<file path="config.mk">
export PLATFORM = sky130hd
export DESIGN_NAME = usb_rx_deserializer
export DESIGN_NICKNAME = d
export VERILOG_FILES = /design/src/rtl/usb_rx_deserializer.sv
export SDC_FILE = /design/constraint.sdc
export NUM_CORES = 1
export LEC_CHECK = 0
export ABC_AREA = 1
export BUFFER_PORTS_ARGS = -buffer_cell sky130_fd_sc_hd__buf_2
export CAP_MARGIN = 20
export CORE_UTILIZATION = 59
export DETAILED_ROUTE_END_ITERATION = 12
export PLACE_DENSITY = 0.81
export SLEW_MARGIN = 20
export SYNTH_ARGS = -nofsm -noshare
export SYNTH_HDL_FRONTEND = slang
export SYNTH_SLANG_ARGS = --single-unit
export TNS_END_PERCENT = 10
</file>
<file path="constraint.sdc">
create_clock -name clk -period 2.1 [get_ports clk]
set_input_delay 0 -clock clk [delete_from_list [all_inputs] [get_ports clk]]
set_output_delay 0 -clock clk [all_outputs]
set_load 0.05 [all_outputs]
</file>
<file path="src/rtl/usb_rx_deserializer.sv">
// USB receive front end: line-state decode, NRZI, SYNC/EOP detection, bit unstuffing, LSB-first bytes.
// Define USB_RX_PID_CHECK_EN to add a PID complement check on the first byte of each packet.
module usb_rx_deserializer #(
    parameter bit LOW_SPEED      = 1'b0,
    parameter int SYNC_MIN_ZEROS = 5,
    parameter int ERR_IDLE_BITS  = 7
) (
    input  logic       clk,
    input  logic       rst,
    input  logic       bit_en,
    input  logic       usb_dp,
    input  logic       usb_dn,
    output logic [7:0] data_out,
    output logic       data_valid,
    output logic       pkt_active,
    output logic       pkt_end,
    output logic       rx_error,
    output logic       pid_err
);
    localparam int              JW       = $clog2(ERR_IDLE_BITS + 1);
    localparam logic [3:0]      SYNC_MIN = 4'(SYNC_MIN_ZEROS);
    localparam logic [JW-1:0]   J_LAST   = JW'(ERR_IDLE_BITS - 1);

    typedef enum logic [2:0] {S_IDLE, S_SYNC, S_DATA, S_EOP, S_ERROR} state_t;

    state_t        state, state_d;
    logic          prev_j, prev_j_d;
    logic [3:0]    zero_cnt, zero_cnt_d;
    logic [2:0]    ones_cnt, ones_cnt_d;
    logic [2:0]    bit_cnt, bit_cnt_d;
    logic [1:0]    se0_cnt, se0_cnt_d;
    logic [JW-1:0] j_cnt, j_cnt_d;
    logic [7:0]    sreg, sreg_d, data_out_d, byte_next;
    logic          data_valid_d, pkt_active_d, pkt_end_d, rx_error_d, go_err;
    logic          line_j, line_k, se0, se1, nrzi_bit;
`ifdef USB_RX_PID_CHECK_EN
    logic          first_byte, first_byte_d, pid_err_d;
`endif

    // Low speed swaps the differential polarity of J and K.
    assign line_j    = LOW_SPEED ? (!usb_dp && usb_dn) : (usb_dp && !usb_dn);
    assign line_k    = LOW_SPEED ? (usb_dp && !usb_dn) : (!usb_dp && usb_dn);
    assign se0       = !usb_dp && !usb_dn;
    assign se1       = usb_dp && usb_dn;
    assign nrzi_bit  = (line_j == prev_j);
    assign byte_next = {nrzi_bit, sreg[7:1]};

    always_comb begin
        // NOTE: every signal written here gets a default first so no path can infer a latch.
        state_d      = state;
        prev_j_d     = prev_j;
        zero_cnt_d   = zero_cnt;
        ones_cnt_d   = ones_cnt;
        bit_cnt_d    = bit_cnt;
        se0_cnt_d    = se0_cnt;
        j_cnt_d      = j_cnt;
        sreg_d       = sreg;
        data_out_d   = data_out;
        pkt_active_d = pkt_active;
        data_valid_d = 1'b0;
        pkt_end_d    = 1'b0;
        rx_error_d   = 1'b0;
        go_err       = 1'b0;
`ifdef USB_RX_PID_CHECK_EN
        first_byte_d = first_byte;
        pid_err_d    = 1'b0;
`endif
        if (bit_en) begin
            if (line_j || line_k) prev_j_d = line_j;
            unique case (state)
                S_IDLE: begin
                    if (line_k) begin
                        state_d    = S_SYNC;
                        zero_cnt_d = 4'd1;
                    end else if (se1) begin
                        go_err = 1'b1;
                    end
                end
                S_SYNC: begin
                    if (se0 || se1) begin
                        go_err = 1'b1;
                    end else if (!nrzi_bit) begin
                        if (zero_cnt != 4'hF) zero_cnt_d = zero_cnt + 4'd1;
                    end else if (zero_cnt >= SYNC_MIN) begin
                        state_d      = S_DATA;
                        pkt_active_d = 1'b1;
                        ones_cnt_d   = 3'd1;
                        bit_cnt_d    = 3'd0;
`ifdef USB_RX_PID_CHECK_EN
                        first_byte_d = 1'b1;
`endif
                    end else begin
                        go_err = 1'b1;
                    end
                end
                S_DATA: begin
                    if (se0) begin
                        state_d   = S_EOP;
                        se0_cnt_d = 2'd1;
                    end else if (se1) begin
                        go_err = 1'b1;
                    end else if (ones_cnt == 3'd6) begin
                        // Six ones in a row: this bit must be the stuffed zero and is discarded.
                        if (nrzi_bit) go_err = 1'b1;
                        else          ones_cnt_d = 3'd0;
                    end else begin
                        sreg_d     = byte_next;
                        bit_cnt_d  = bit_cnt + 3'd1;
                        ones_cnt_d = nrzi_bit ? ones_cnt + 3'd1 : 3'd0;
                        if (bit_cnt == 3'd7) begin
                            data_out_d   = byte_next;
                            data_valid_d = 1'b1;
`ifdef USB_RX_PID_CHECK_EN
                            pid_err_d    = first_byte && (byte_next[3:0] != ~byte_next[7:4]);
                            first_byte_d = 1'b0;
`endif
                        end
                    end
                end
                S_EOP: begin
                    if (se0) begin
                        if (se0_cnt >= 2'd2) begin
                            se0_cnt_d = 2'd3;
                            go_err    = 1'b1;
                        end else begin
                            se0_cnt_d = se0_cnt + 2'd1;
                        end
                    end else if (line_j && se0_cnt >= 2'd2 && bit_cnt == 3'd0) begin
                        pkt_end_d    = 1'b1;
                        pkt_active_d = 1'b0;
                        state_d      = S_IDLE;
                    end else begin
                        go_err = 1'b1;
                    end
                end
                S_ERROR: begin
                    if (!line_j) begin
                        j_cnt_d = '0;
                    end else if (j_cnt == J_LAST) begin
                        state_d  = S_IDLE;
                        prev_j_d = 1'b1;
                        j_cnt_d  = '0;
                    end else begin
                        j_cnt_d = j_cnt + JW'(1);
                    end
                end
                default: state_d = S_IDLE;
            endcase
            if (go_err) begin
                state_d      = S_ERROR;
                rx_error_d   = 1'b1;
                pkt_active_d = 1'b0;
                j_cnt_d      = '0;
            end
        end
    end

    // NOTE: registers use non-blocking assignments so every one updates from pre-edge values.
    always_ff @(posedge clk or posedge rst) begin
        if (rst) begin
            state      <= S_IDLE;
            prev_j     <= 1'b1;
            zero_cnt   <= '0;
            ones_cnt   <= '0;
            bit_cnt    <= '0;
            se0_cnt    <= '0;
            j_cnt      <= '0;
            sreg       <= '0;
            data_out   <= '0;
            data_valid <= 1'b0;
            pkt_active <= 1'b0;
            pkt_end    <= 1'b0;
            rx_error   <= 1'b0;
        end else begin
            state      <= state_d;
            prev_j     <= prev_j_d;
            zero_cnt   <= zero_cnt_d;
            ones_cnt   <= ones_cnt_d;
            bit_cnt    <= bit_cnt_d;
            se0_cnt    <= se0_cnt_d;
            j_cnt      <= j_cnt_d;
            sreg       <= sreg_d;
            data_out   <= data_out_d;
            data_valid <= data_valid_d;
            pkt_active <= pkt_active_d;
            pkt_end    <= pkt_end_d;
            rx_error   <= rx_error_d;
        end
    end

`ifdef USB_RX_PID_CHECK_EN
    always_ff @(posedge clk or posedge rst) begin
        if (rst) begin
            first_byte <= 1'b0;
            pid_err    <= 1'b0;
        end else begin
            first_byte <= first_byte_d;
            pid_err    <= pid_err_d;
        end
    end
`else
    assign pid_err = 1'b0;
`endif

endmodule
</file>
# Word level (Yosys, flattened, before mapping)
# Cells that the tools add are included.
# classes
order_cmp,2
bitwise_logic,3
add_sub_neg,5
reduce_logical,26
n_mux,77
eq_ne,30
# ops
op,n
$mux 3,28
$mux 1,35
$ne 3x3->1 const B,10
$ne 2x2->1 const B,11
$mux 4,4
$reduce_and 8->1,2
$pmux 3 s5,1
$eq 3x3->1 const B,4
$pmux 3 s2,2
$reduce_and 6->1,2
$reduce_and 10->1,1
$add 3x1->3 const B,3
$pmux 4 s2,1
$reduce_bool 2->1,4
$reduce_and 7->1,1
$eq 3x2->1 const B,2
$logic_and 1x1->1,6
$logic_not 3->1,2
$mux 2,3
$reduce_and 5->1,1
$add 4x1->4 const B,1
$ge 4x3->1 const B,1
$ne 4x4->1 const B,1
$pmux 1 s4,1
other kinds (12),16
# totals
wordCells,156
output_inout_bits,13
in_bits,5
ff_bits,39

# Depth between registers and ports, before layout
# depth
ltp_word,11
mapped_depth,15
ltp_nobuf,15

# Worst setup path after synthesis
# No wires, ideal clock.
# synth_timing
path_kind,flip-flop to flip-flop
from,register prev_j
to,register state[2]
synth_period_minus_slack_ns,1.616
required_ns,1.982
setup_slack_ns,0.484
stages_incl_launch_ff,14
n_path_buf,0
arrival_ns,1.498
setup_ns,0.118
path_cell_list,dfstp_2 inv_1 nand2_1 nand2_1 inv_2 nand2_1 nand2_1 nand3_1 nand2_4 nor2_1 nor2_2 nand2_1 nand2_1 nand2_1
# synth_between
elab_chain_cells,9
word_cells_on_any_way,20
classes_between,eq/ne: 10; mux: 9; reduce/logical: 1
# synth_lines
item,line_no,rtl
start: declaration,27,"logic prev_j, prev_j_d;"
start signal: assignment,176,prev_j <= prev_j_d;
$eq 1x1->1 (*),45,assign nrzi_bit = (line_j == prev_j);
$mux 1,104,if (nrzi_bit) go_err = 1'b1;
$mux 1,102,end else if (ones_cnt == 3'd6) begin
$mux 1,100,end else if (se1) begin
$mux 1,97,if (se0) begin
$pmux 1 s4,70,unique case (state)
$mux 1,68,if (bit_en) begin
$ne 3x3->1 (no source line),--,
$reduce_and 10->1 (no source line),--,
end signal: assignment,175,state <= state_d;
end: declaration,26,"state_t state, state_d;"
# Mark *: on every way between the ends. The rest lies on a longest branch, timed or not. The select of a mux whose other input is x is not followed.
# A chain may end at the register's enable or synchronous reset.

# Worst setup path in the final report
# layout_timing
from,register prev_j
to,register pkt_active
# layout_between
elab_chain_cells,9
word_cells_on_any_way,17
classes_between,eq/ne: 6; mux: 9; reduce/logical: 2
# layout_lines
item,line_no,rtl
$eq 1x1->1 (*),45,
$mux 1,104,
$mux 1,102,
$mux 1,100,
$mux 1,97,
$pmux 1 s4,70,
$mux 1,68,
$ne 3x3->1 (no source line) / $reduce_bool 3->1 (equally long branches),--,
$reduce_and 7->1 (no source line),--,
end signal: assignment,185,pkt_active <= pkt_active_d;
end: declaration,15,"output logic pkt_active,"
# Marked as above.

==> results.sh <==
export IMPL_startpoint_type="flip-flop"
export IMPL_nets=303
export IMPL_grt_pass1_vias=1707
export IMPL_fp_dieArea_um2=4020
export IMPL_cap_violations=0
export IMPL_syn_nets=280
export IMPL_synth_edff_count=0
export IMPL_rows=21
export IMPL_setup_ws_ns=0.196
export IMPL_ys_ff_latch=38
export IMPL_critical_path_arrival_ns=2.08
export IMPL_reg2regPathDepth=13
export IMPL_pre_cts_ws_ns=0.246
export IMPL_dpl_cell_area_um2=2350
export IMPL_start_util=0.641
export IMPL_first_iter_violations=151
export IMPL_port_buffers=16
export IMPL_path_class="reg -> reg"
export IMPL_synthesis_area_um2=2220
export IMPL_endpoint_kind="flip-flop"
export IMPL_clock_latency_ns=0.29
export IMPL_synthCells=263
export IMPL_rrSetupSlack_ns=0.20
export IMPL_setup_tns_ns=0
export IMPL_drive_gt1_frac=0.199
export IMPL_worstSetupEndpoint="pkt_active$_DFFE_PP0P_"
export IMPL_hold_viol=0
export IMPL_grt_pass1_wl_um=7390
export IMPL_leakage_uw=0.00137
export IMPL_synth_adder_area_share=0.0675
export IMPL_synthTopCellsByArea="dfrtp_1 (42%), nand2_1 (12%), ha_1 (6.8%), o21ai_0 (5.2%), nand3_1 (4.5%)"
export IMPL_vias=1785
export IMPL_place_congestion=0.967
export IMPL_synth_seq_area_share=0.428
export IMPL_power_switching_uw=1130
export IMPL_die_y_um=63.4
export IMPL_ant_nets=0
export IMPL_r2r_start="prev_j$_DFFE_PP1P_"
export IMPL_cpMaxStageDelayCell="dfstp_2"
export IMPL_synth_top_cell_area_share=0.416
export IMPL_post_route_period_util=0.907
export IMPL_clk_pin_slew_ns=0.07
export IMPL_synth_top_family_by_area="simple AND/OR/NAND/NOR gates"
export IMPL_use_met1=0.302
export IMPL_skew_ns=0.00740
export IMPL_cts_buffer_depth=2
export IMPL_numCtsBuffers=5
export IMPL_grt_max_degree=39
export IMPL_setup_violations=0
export IMPL_antenna_found_initial=0
export IMPL_synth_compound_area_frac=0.127
export IMPL_yosys_most_used_dff="dfrtp_1"
export IMPL_combPwrFrac=0.395
export IMPL_slowest_delay_ns=0.54
export IMPL_crit_top_cell="nand2_1"
export IMPL_htreeDepth=2
export IMPL_cts_resized_gates=0
export IMPL_clock_root_buffer="clkbuf_8"
export IMPL_grt_util_met2=0.406
export IMPL_grt_total_usage=0.243
export IMPL_synth_cell_types=40
export IMPL_rsz0062_at_grt="false"
export IMPL_path_max_fanout=8
export IMPL_outcome="finished, final reports clean"
export IMPL_synthXorXnorAreaFrac=0.0118
export IMPL_drc=0
export IMPL_post_route_util=0.715
export IMPL_p_seq_frac=0.379
export IMPL_yosys_warnings=0
export IMPL_wl_per_cell_um=12.5
export IMPL_core_area_um2=3470
export IMPL_via_per_inst=5.36
export IMPL_synth_simple_area_share=0.302
export IMPL_synth_area_per_cell_um2=8.45
export IMPL_fmax_mhz=525
export IMPL_dieWidth_um=63.4
export IMPL_area_delta_synth_final_pct=11.6
export IMPL_crit_required_ns=2.28
export IMPL_clock_sinks=38
export IMPL_synth_top_area_cell="dfrtp_1"
export IMPL_wl_um=4160
export IMPL_grt_use_met3=0.0543
export IMPL_final_max_slew_viol_count=0
export IMPL_sw_frac_of_total=0.408
export IMPL_diodes=0
export IMPL_min_period_ns=1.90
export IMPL_whs_ns=0.0535
export IMPL_hold_path_class="in -> reg"
export IMPL_gr_total_overflow=0
export IMPL_cp_cell_sequence="inv_1, nand2_1, nand2_1, inv_2, nand2_1, nand2_1, nand3_1, nand2_4, nand2_2, o21ai_0, nand2_1, nand2_1, nand2_1"
export IMPL_power_density_nw_per_um2=1120
export IMPL_async_flop_share=1.00
export IMPL_io_pins=18
export IMPL_hpwl_um=3130
export IMPL_p_int_uw=1640
export IMPL_rr_endpoint="pkt_active$_DFFE_PP0P_"
export IMPL_post_route_cell_area_um2=2480
export IMPL_startpoint="prev_j$_DFFE_PP1P_"
export IMPL_clkPwrFrac=0.226
export IMPL_firstDrtPassIters=4
export IMPL_peakVddDrop_uv=851
export IMPL_synth_area_mux_share=0
export IMPL_cts_tree="built"
export IMPL_busiest_layer="met2"
## layer usage
metal	vias to the layer above	wire length [um]
met2	41	2020
met4	0	91
met3	9	153
met5	-	0
li1	907	-
met1	828	1900
## per-stage QoR
step                instances  total power, uW
global placement          324             2120
global route              333             2990
finish                    333             2780
detailed placement        324             2150
CTS                       333             2790
floorplan                 263             1920
## synthesized netlist by cell type, types with 2 or more instances
library cell  number
a21oi_1            5
a21oi_2            2
buf_2              2
dfrtp_1           37
ha_1              12
inv_1             25
inv_2              4
nand2_1           70
nand2_2            2
nand2_4            3
nand3_1           20
nand3_2            3
nand4_1            2
nor2_1            17
nor2_2             5
nor2_8             2
nor3_1             4
o21ai_0           23
o21ai_2            3
xor2_1             2
## final cells by class
class | count | area (um2)
Clock buffer | 7 | 86.3
Clock inverter | 1 | 30.0
Fill cell | 294 | 987
Inverter | 29 | 109
Multi-Input combinational cell | 192 | 1130
Sequential cell | 38 | 952
Tap cell | 46 | 57.6
Timing Repair Buffer | 20 | 113
## worst min path at each step
stage            from                  to  cells after the start
3_3_place_gp      rst  rx_error$_DFF_PP0_                      3
6_report       bit_en   pkt_end$_DFF_PP0_                      3
5_1_grt        bit_en   pkt_end$_DFF_PP0_                      3
4_1_cts        bit_en   pkt_end$_DFF_PP0_                      3
2_1_floorplan  bit_en   pkt_end$_DFF_PP0_                      2
3_5_place_dp      rst  rx_error$_DFF_PP0_                      3
## kinds of logic (layout without fill, tap and decap cells)
logic type / after synthesis / in the layout
other: 1 / 1
xor gates and xnor gates: 3 / 3
adders and majority gates: 12 / 12
DFF: 38 / 38
AOI/OAI and AO/OA: 44 / 44
buffers and inverters: 33 / 57
and+or+nand+nor: 132 / 132
## sequential cells by signal, summed over array words and instances (netlist names)
name,count
bit_cnt,3
data_out,8
data_valid,1
j_cnt,3
ones_cnt,3
pkt_active,1
pkt_end,1
prev_j,1
rx_error,1
se0_cnt,2
sreg,7
state,3
zero_cnt,4
## power by group through the flow
| stage | registers (uW) | clock network, uW | logic (uW) |
|---|---|---|---|
| final | 1050 | 629 | 1100 |
| after detailed placement | 1060 | 0 | 1090 |
| after global placement | 1050 | 0 | 1070 |
| after floorplan | 1070 | 0 | 855 |
| after CTS | 1050 | 641 | 1100 |
| after global routing | 1080 | 678 | 1240 |
## repair_timing
item                      in CTS  in global routing
hold endpoints to repair      37                  0
setup buffers                  0                  0
hold buffers                   1                  0
## worst max-delay path, delay by kind of cell, from the launching register on
family | cells | cell delay [ns]
AND/OR/NAND/NOR | 10 | 0.90
AO/OA/AOI/OAI | 1 | 0.15
flip-flops | 1 | 0.54
buffers and inverters | 2 | 0.19
## cells in the final DEF, fill, tap and decap left out, drive strengths merged, types with 5 or more instances in the layout
cell,count
nand3,24
inv,29
nor2,25
nor3,5
a21oi,7
ha,12
nand2,76
dfrtp,37
o21ai,27
buf,19
clkbuf,7
Power figures use the tool's default switching activity.
